==> src/rtl/gpio_pad_pkg.sv <==
// gpio_pad_pkg: shared types and constants for the GPIO pad controller.
//   FILT_W        width of the per-pad glitch-filter threshold
//   pad_cfg_t     per-pad configuration {oe, pu, out, filt}
//   cfg_state_e   configuration FSM states
//   PAD_CFG_RESET safe pad state: output off, pull on, threshold 0
package gpio_pad_pkg;

  localparam int unsigned FILT_W = 4;

  typedef struct packed {
    logic              oe;
    logic              pu;
    logic              out;
    logic [FILT_W-1:0] filt;
  } pad_cfg_t;

  typedef enum logic [0:0] {
    CFG_IDLE,
    CFG_APPLY
  } cfg_state_e;

  localparam pad_cfg_t PAD_CFG_RESET = '{oe: 1'b0, pu: 1'b1, out: 1'b0, filt: '0};

endpackage

==> src/rtl/gpio_pad_ctrl_if.sv <==
// gpio_pad_ctrl_if: valid/ready configuration port of the GPIO pad controller.
//   cfg_valid/cfg_ready  handshake
//   cfg_pad              target pad index (IDX_W bits)
//   cfg_oe/pu/out/filt   new configuration for that pad
// master = core/MMIO side, slave = controller.
interface gpio_pad_ctrl_if #(
  parameter int unsigned IDX_W = 2
) ();
  import gpio_pad_pkg::*;

  logic              cfg_valid;
  logic              cfg_ready;
  logic [IDX_W-1:0]  cfg_pad;
  logic              cfg_oe;
  logic              cfg_pu;
  logic              cfg_out;
  logic [FILT_W-1:0] cfg_filt;

  modport master (
    output cfg_valid, cfg_pad, cfg_oe, cfg_pu, cfg_out, cfg_filt,
    input  cfg_ready
  );

  modport slave (
    input  cfg_valid, cfg_pad, cfg_oe, cfg_pu, cfg_out, cfg_filt,
    output cfg_ready
  );

endinterface

==> src/rtl/gpio_pad_filter.sv <==
// gpio_pad_filter: input path of one pad.
//   clock, reset     clock and synchronous active-high reset
//   pad_c            asynchronous pad read data
//   filt             stable-count threshold (rd_val follows after filt+1 differing cycles)
//   cfg_wr           configuration write to this pad; restarts the filter count
//   irq_clr          clears both edge flags
//   rd_val           filtered, synchronised pad value
//   rise_irq/fall_irq sticky edge flags on rd_val
module gpio_pad_filter
  import gpio_pad_pkg::*;
(
  input  logic              clock,
  input  logic              reset,
  input  logic              pad_c,
  input  logic [FILT_W-1:0] filt,
  input  logic              cfg_wr,
  input  logic              irq_clr,
  output logic              rd_val,
  output logic              rise_irq,
  output logic              fall_irq
);

  logic              sync1_q;
  logic              sync2_q;
  logic              prev_q;
  logic [FILT_W-1:0] cnt_q;

  always_ff @(posedge clock) begin
    if (reset) begin
      sync1_q  <= 1'b0;
      sync2_q  <= 1'b0;
      prev_q   <= 1'b0;
      cnt_q    <= '0;
      rd_val   <= 1'b0;
      rise_irq <= 1'b0;
      fall_irq <= 1'b0;
    end else begin
      // Undriven or unknown pads read as 0.
      sync1_q <= (pad_c === 1'b1);
      sync2_q <= sync1_q;
      prev_q  <= rd_val;

      if (cfg_wr || (sync2_q == rd_val)) begin
        cnt_q <= '0;
      end else if (cnt_q == filt) begin
        rd_val <= sync2_q;
        cnt_q  <= '0;
      end else if (cnt_q != '1) begin
        cnt_q <= cnt_q + 1'b1;
      end

      // A new edge takes priority over a simultaneous clear.
      rise_irq <= (rd_val & ~prev_q) | (rise_irq & ~irq_clr);
      fall_irq <= (~rd_val & prev_q) | (fall_irq & ~irq_clr);
    end
  end

endmodule

==> src/rtl/gpio_pad_ctrl.sv <==
// gpio_pad_ctrl: core-side controller for a bank of bidirectional pull pads.
//   clock, reset   clock and synchronous active-high reset
//   cfg            configuration port (slave), one pad per transfer
//   pad_I          write data to pads
//   pad_OEN        active-low output enable to pads
//   pad_REN        active-low pull enable to pads
//   pad_C          asynchronous read data from pads
//   rd_val         filtered pad values
//   rise_irq/fall_irq sticky edge flags; irq_clr clears both flags of a pad
// A request is latched in CFG_IDLE and written to the pad registers at the end of
// CFG_APPLY, so at most one configuration is accepted every two cycles.
module gpio_pad_ctrl
  import gpio_pad_pkg::*;
#(
  parameter int unsigned NUM_PADS = 4,
  parameter int unsigned IDX_W    = (NUM_PADS > 1) ? $clog2(NUM_PADS) : 1
) (
  input  logic                clock,
  input  logic                reset,
  gpio_pad_ctrl_if.slave      cfg,
  output logic [NUM_PADS-1:0] pad_I,
  output logic [NUM_PADS-1:0] pad_OEN,
  output logic [NUM_PADS-1:0] pad_REN,
  input  logic [NUM_PADS-1:0] pad_C,
  output logic [NUM_PADS-1:0] rd_val,
  output logic [NUM_PADS-1:0] rise_irq,
  output logic [NUM_PADS-1:0] fall_irq,
  input  logic [NUM_PADS-1:0] irq_clr
);

  cfg_state_e       state_q;
  logic             ready_q;
  pad_cfg_t         req_q;
  logic [IDX_W-1:0] req_pad_q;
  pad_cfg_t         pad_cfg_q [NUM_PADS];

  logic [NUM_PADS-1:0] pad_wr;

  // Out-of-range indices match no pad, so the handshake completes without effect.
  always_comb begin
    pad_wr = '0;
    for (int i = 0; i < NUM_PADS; i++) begin
      pad_wr[i] = (state_q == CFG_APPLY) && (int'(req_pad_q) == i);
    end
  end

  always_ff @(posedge clock) begin
    if (reset) begin
      state_q   <= CFG_IDLE;
      ready_q   <= 1'b1;
      req_q     <= PAD_CFG_RESET;
      req_pad_q <= '0;
      for (int i = 0; i < NUM_PADS; i++) begin
        pad_cfg_q[i] <= PAD_CFG_RESET;
      end
    end else begin
      case (state_q)
        CFG_IDLE: begin
          if (cfg.cfg_valid) begin
            req_q     <= '{oe: cfg.cfg_oe, pu: cfg.cfg_pu, out: cfg.cfg_out,
                           filt: cfg.cfg_filt};
            req_pad_q <= cfg.cfg_pad;
            state_q   <= CFG_APPLY;
            ready_q   <= 1'b0;
          end
        end
        CFG_APPLY: begin
          for (int i = 0; i < NUM_PADS; i++) begin
            if (pad_wr[i]) begin
              pad_cfg_q[i] <= req_q;
            end
          end
          state_q <= CFG_IDLE;
          ready_q <= 1'b1;
        end
        default: begin
          state_q <= CFG_IDLE;
          ready_q <= 1'b1;
        end
      endcase
    end
  end

  assign cfg.cfg_ready = ready_q;

  always_comb begin
    pad_I   = '0;
    pad_OEN = '1;
    pad_REN = '0;
    for (int i = 0; i < NUM_PADS; i++) begin
      pad_I[i]   = pad_cfg_q[i].out;
      pad_OEN[i] = ~pad_cfg_q[i].oe;
      pad_REN[i] = ~pad_cfg_q[i].pu;
    end
  end

  for (genvar g = 0; g < NUM_PADS; g++) begin : g_pad
    gpio_pad_filter u_filter (
      .clock    (clock),
      .reset    (reset),
      .pad_c    (pad_C[g]),
      .filt     (pad_cfg_q[g].filt),
      .cfg_wr   (pad_wr[g]),
      .irq_clr  (irq_clr[g]),
      .rd_val   (rd_val[g]),
      .rise_irq (rise_irq[g]),
      .fall_irq (fall_irq[g])
    );
  end

endmodule

==> src/flat_wrapper.sv <==
// flat-port wrapper written by rule: the top's interface ports become plain ports
module gpio_pad_ctrl_flat import gpio_pad_pkg::*;
#(
  parameter int unsigned NUM_PADS = 4,
  parameter int unsigned IDX_W    = (NUM_PADS > 1) ? $clog2(NUM_PADS) : 1
)
  (clock, reset, pad_I, pad_OEN, pad_REN, pad_C, rd_val, rise_irq, fall_irq, irq_clr, cfg_cfg_valid, cfg_cfg_pad, cfg_cfg_oe, cfg_cfg_pu, cfg_cfg_out, cfg_cfg_filt, cfg_cfg_ready);
  gpio_pad_ctrl_if #(.IDX_W(IDX_W)) cfg_i ();
  input  logic clock;
  input  logic reset;
  output logic [NUM_PADS-1:0] pad_I;
  output logic [NUM_PADS-1:0] pad_OEN;
  output logic [NUM_PADS-1:0] pad_REN;
  input  logic [NUM_PADS-1:0] pad_C;
  output logic [NUM_PADS-1:0] rd_val;
  output logic [NUM_PADS-1:0] rise_irq;
  output logic [NUM_PADS-1:0] fall_irq;
  input  logic [NUM_PADS-1:0] irq_clr;
  input wire logic [$bits(cfg_i.cfg_valid)-1:0] cfg_cfg_valid;
  input wire logic [$bits(cfg_i.cfg_pad)-1:0] cfg_cfg_pad;
  input wire logic [$bits(cfg_i.cfg_oe)-1:0] cfg_cfg_oe;
  input wire logic [$bits(cfg_i.cfg_pu)-1:0] cfg_cfg_pu;
  input wire logic [$bits(cfg_i.cfg_out)-1:0] cfg_cfg_out;
  input wire logic [$bits(cfg_i.cfg_filt)-1:0] cfg_cfg_filt;
  output wire logic [$bits(cfg_i.cfg_ready)-1:0] cfg_cfg_ready;
  assign cfg_i.cfg_valid = cfg_cfg_valid;
  assign cfg_i.cfg_pad = cfg_cfg_pad;
  assign cfg_i.cfg_oe = cfg_cfg_oe;
  assign cfg_i.cfg_pu = cfg_cfg_pu;
  assign cfg_i.cfg_out = cfg_cfg_out;
  assign cfg_i.cfg_filt = cfg_cfg_filt;
  assign cfg_cfg_ready = cfg_i.cfg_ready;
  gpio_pad_ctrl #(.NUM_PADS(NUM_PADS), .IDX_W(IDX_W)) u_core (.clock(clock), .reset(reset), .cfg(cfg_i), .pad_I(pad_I), .pad_OEN(pad_OEN), .pad_REN(pad_REN), .pad_C(pad_C), .rd_val(rd_val), .rise_irq(rise_irq), .fall_irq(fall_irq), .irq_clr(irq_clr));
endmodule
==> config.mk <==
export PLATFORM = sky130hd
export DESIGN_NAME = gpio_pad_ctrl_flat
export DESIGN_NICKNAME = d
export VERILOG_FILES = /design/src/rtl/gpio_pad_pkg.sv /design/src/rtl/gpio_pad_ctrl_if.sv /design/src/rtl/gpio_pad_filter.sv /design/src/rtl/gpio_pad_ctrl.sv /design/src/flat_wrapper.sv
export SDC_FILE = /design/constraint.sdc
export NUM_CORES = 1
export LEC_CHECK = 0
export BUFFER_PORTS_ARGS = -buffer_cell sky130_fd_sc_hd__buf_2
export CAP_MARGIN = 20
export CORE_UTILIZATION = 40
export CTS_BUF_LIST = sky130_fd_sc_hd__clkbuf_4 sky130_fd_sc_hd__clkbuf_8 sky130_fd_sc_hd__clkbuf_16
export DETAILED_ROUTE_END_ITERATION = 8
export RECOVER_POWER = 25
export SLEW_MARGIN = 15
export SYNTH_ARGS = -nofsm -noshare
export SYNTH_HDL_FRONTEND = slang
export SYNTH_SLANG_ARGS = --single-unit
==> constraint.sdc <==
create_clock -name clock -period 2.9 [get_ports clock]
set_input_delay 0.58 -clock clock [delete_from_list [all_inputs] [get_ports clock]]
set_output_delay 0.58 -clock clock [all_outputs]
set_load 0.02 [all_outputs]
# Word level (Yosys, flattened, before mapping)
# Memories as Yosys holds them, arrays and structs flattened.
# Index checks and enable logic that the tools add are counted.
# W data, S select, Z words.
[word_totals] register_bits=51 input_bits=20 memories=1 wordCells=157 ramBits=28 out_inout_bits=25
[memory_table] name="u_core.pad_cfg_q" depth=4 width=7 read_ports=4 rd_ports_with_merged_regs=0 write_ports=4 line="gpio_pad_ctrl.sv:35" rtl="pad_cfg_t pad_cfg_q [NUM_PADS];"
[classes] bitwise=53 n_mux=26 n_eq_ne=20 reduce_logical=18 add_sub_neg=4
[op_table] op="$mux W7" count=4
[op_table] op="$not A1 Y1" count=25
[op_table] op="$mux W1" count=20
[op_table] op="$add A4 B1 Y4 const B" count=4
[op_table] op="$and A1 B1 Y1" count=16
[op_table] op="$eq A4 B4 Y1" count=4
[op_table] op="$ne A4 B4 Y1 const B" count=4
[op_table] op="$or A1 B1 Y1" count=12
[op_table] op="$reduce_or A3 Y1" count=4
[op_table] op="$reduce_and A2 Y1" count=5
[op_table] op="$eq A1 B1 Y1" count=4
[op_table] op="$eq A2 B2 Y1 const B" count=2
[op_table] op="$eqx A1 B1 Y1 const B" count=4
[op_table] op="$logic_and A1 B1 Y1" count=4
[op_table] op="$logic_or A1 B1 Y1" count=4
[op_table] op="$pmux W1 S2" count=2
[op_table] op="$eq A2 B1 Y1 const B" count=1
[op_table] op="$logic_not A2 Y1" count=1
[op_table] op="$ne A2 B2 Y1 const B" count=1

# Depth between registers and ports, before layout
[logic_depth] word_depth=7 mapped_depth=5 mapped_depth_nobuf=4

# Hierarchy
# Synthesis repeated with hierarchy kept, for this count alone.
[hier_totals] hier_cells=307 hier_area_um2=3394.5
[by_module_without_submodules] module="gpio_pad_filter" n_inst=4 area_each_um2=432.9 cells_per_inst=43 seq_area_each_um2=200.2
[by_module_without_submodules] module="gpio_pad_ctrl" n_inst=1 area_each_um2=1662.8 cells_per_inst=135 seq_area_each_um2=1061.0

# Worst setup path before layout
# Ideal clock, no wire load.
[synth_timing] path_kind="input-to-reg" startpoint="input reset" endpoint="register u_core.g_pad[1].u_filter.cnt_q[3]" n_path_buf=0 arrival_time_ps=1446 required_time_ps=2822 setup_ps=78 path_slack_ps=1377 stages=3 cell_sequence="o21bai_1 -> or3_4 -> nor3_1"
[synth_between] elab_chain_len=1
[synth_lines] item="from (decl)" line="flat_wrapper.sv:10" rtl="input logic reset;"
[synth_lines] item="$reduce_or A3 Y1 (no line)"
[synth_lines] item="to (signal assigned)" line="gpio_pad_filter.sv:49" rtl="cnt_q <= cnt_q + 1'b1;"
[synth_lines] item="to (decl)" line="gpio_pad_filter.sv:26" rtl="logic [FILT_W-1:0] cnt_q;"
# Every way passes these cells.
# A chain may end at the register's enable or synchronous reset.

# Final worst setup path
[layout_timing] startpoint="input reset" endpoint="register u_core.g_pad[1].u_filter.cnt_q[2]"
# The elaborated chain is that of the path after synthesis.

==> impl_metrics.json <==
{
  "finalHoldViolCount": 0,
  "outcome": "finished clean",
  "syn_area_sq_um": 3309,
  "yosys.area.top_type_share_pct": 30.85,
  "grt_pass1_vias": 2031,
  "reg2regPathDepth": 4,
  "async_reset_ff_share_pct": 0,
  "grt_overflow_total": 0,
  "ant_nets": 0,
  "seq_area_frac_synth_pct": 56.26,
  "grt_antenna_before_repair": 0,
  "syn2layout_area_growth_pct": 12.82,
  "io_pins": 45,
  "hpwl_microns": 4118,
  "max_freq_mhz": 573.1,
  "start_kind": "input pin",
  "cts_tree": "done",
  "layout-drive-gt1-share_pct": 18.59,
  "viasPerCell": 4.696,
  "ys_warn_count": 0,
  "synthesis.nets": 341,
  "cts-root-buf": "clkbuf_8",
  "cts_max_path_buffers": 2,
  "drv_cap": 0,
  "tns_ps": 0,
  "cpPeakStageDelay_ps": 490,
  "post_cts_resized": 0,
  "end_kind": "register",
  "drc": 0,
  "grt_pass1_wl_microns": 9749,
  "p_leak_uw": 0.001543,
  "arrival_ps": 2010,
  "rsz0062_at_grt": "no",
  "finClkSkew_ps": 12.66,
  "hold_depth": 1,
  "synthTopCellsByCount": "dfxtp_1, edfxtp_1, and2_1, nand2_1, nand2b_1",
  "worstPathCellList": "clkbuf_1 -> o21bai_1 -> or3_4 -> nor3_1",
  "avgRoutedWirePerCell_microns": 12.51,
  "drt_first_pass_iters": 4,
  "core_sq_um": 7848,
  "synth_area_leaders": "dfxtp_1, edfxtp_1, and2_1",
  "cp.required_ps": 3170,
  "wirelength_microns": 5716,
  "synth.distinct_cells": 32,
  "start_util_pct": 42.17,
  "track_usage_pct": 14.78,
  "relSlewSlack_pct": 50.22,
  "num_vias": 2146,
  "grt_max_degree": 25,
  "crit_family": "simple AND/OR/NAND/NOR gates",
  "synthCells": 317,
  "finalWeightedCongestion": 0.7367,
  "numCtsBuffers": 9,
  "worst-path-buf-inv": 1,
  "critPathKind": "input pin to register",
  "hold_buffers": 0,
  "clk_latency_ps": 340,
  "dp_cells": 441,
  "die-area_sq_um": 8642,
  "synth_ff_type": "dfxtp_1",
  "synth.most_common_cell": "dfxtp_1",
  "clock_sinks": 79,
  "tightest_slew_ps": 746.7,
  "num_rows": 32,
  "hold_class": "register to register",
  "synth_edf_count": 28,
  "path_depth": 4,
  "path_clk_slew_ps": 80,
  "ir_drop_v": 0.0002669,
  "antenna_cells": 0,
  "crit_slowest_cell": "or3_4",
  "p_per_area_nw_per_um2": 587.5,
  "avgSynthCellArea_sq_um": 10.44,
  "synth_top_area_cell": "dfxtp_1",
  "drt_iter0_drc": 71,
  "die_y_microns": 92.96,
  "post_cts_buffers": 0,
  "final_max_slew_viol_count": 0,
  "io_buffer_count": 44,
  "fin_crit_sh_pct": 60.17,
  "layout.nets": 374,
  "dpl_cell_area_sq_um": 3517,
  "final_cells": 457,
  "synth-seq-cells": 79,
  "die_w_microns": 92.96,
  "stdcell_area_sq_um": 3734,
  "period_minus_slack_ps": 1745,
  "finalSetupViolCount": 0,
  "h-tree-depth": 3,
  "path_max_fanout": 19
}
[cell type report]
cell class / instances / area [sq um]
well taps: 102 / 127.6
fillers: 754 / 4114
clock buffers: 13 / 177.7
clock inverters: 3 / 40.04
repair buffers: 45 / 226.5
inverters: 10 / 37.54
multi-input cells: 205 / 1262
flip-flops and latches: 79 / 1862
[state kept, by name, indices dropped and copies added, names as in the netlist]
signal	cells
u_core.req_pad_q	2
u_core.cfg.cfg_ready	1
u_core.state_q	1
u_core.g_pad.u_filter.fall_irq	4
u_core.g_pad.u_filter.rise_irq	4
u_core.g_pad.u_filter.sync1_q	4
u_core.g_pad.u_filter.cnt_q	16
u_core.g_pad.u_filter.prev_q	4
u_core.g_pad.u_filter.sync2_q	4
u_core.pad_cfg_q	28
u_core.g_pad.u_filter.rd_val	4
u_core.req_q	7
[kinds of logic (layout without fill, tap and decap cells)]
group	Yosys count	in the layout	share of synthesized area [%]
simple gates	142	142	23.33
buf+inv	33	71	5.596
compound gates	28	28	4.726
mux	7	7	2.231
xor+xnor	24	24	6.352
flops	79	79	56.26
fa+ha+maj	4	4	1.512
[stage by stage]
step	utilization (%)	hold slack [ps]	total power, uW	setup slack (ps)
after floorplan	-	413.8	1309	1377
after global placement	44.82	419.5	1347	1014
after detailed placement	44.82	429.8	1348	996.3
after CTS	47.59	431.1	2223	1181
after global routing	47.58	455.0	2277	1054
final	47.58	441.7	2194	1155
[layer usage]
metal	up-vias	track usage, %	routed length (microns)
li1	1108	-	-
met5	-	0	0
met4	0	8.205	110
met2	41	20.77	2492
met1	987	20.82	2897
met3	10	3.284	217
[cell usage in the layout (no fill, tap or decap), types with 3 or more instances in the layout]
cell type / n
a21oi_1: 17
a31oi_1: 4
and2_1: 24
buf_2: 43
clkbuf_8: 10
dfxtp_1: 51
edfxtp_1: 28
ha_1: 4
inv_1: 10
mux2_2: 3
mux2i_1: 4
nand2_1: 24
nand2b_1: 22
nand3_1: 9
nand3b_1: 3
nor2_1: 21
nor2b_1: 17
nor3_1: 9
nor3b_1: 4
o21ai_0: 3
xnor2_1: 14
xor2_1: 10
[path summary, 6_finish.rpt]
kind	start	to	slack [ps]
hold / removal	u_core.g_pad[1].u_filter.sync1_q	u_core.g_pad[1].u_filter.sync2_q	440
setup reg to reg	u_core.g_pad[1].u_filter.cnt_q[0]	u_core.g_pad[1].u_filter.rd_val	1240
hold reg to reg	u_core.g_pad[1].u_filter.sync1_q	u_core.g_pad[1].u_filter.sync2_q	440
setup / recovery	reset	u_core.g_pad[1].u_filter.cnt_q[2]	1160
[where the power goes]
part	leakage, uW	total [uW]	switching (uW)	internal, uW
logic	0.000734	114	65.1	49.1
clock network	0.000115	873	382	491
registers	0.000693	1210	27.6	1180
total	0.00154	2190	475	1720
No activity file was read; power rests on OpenSTA's default activity.
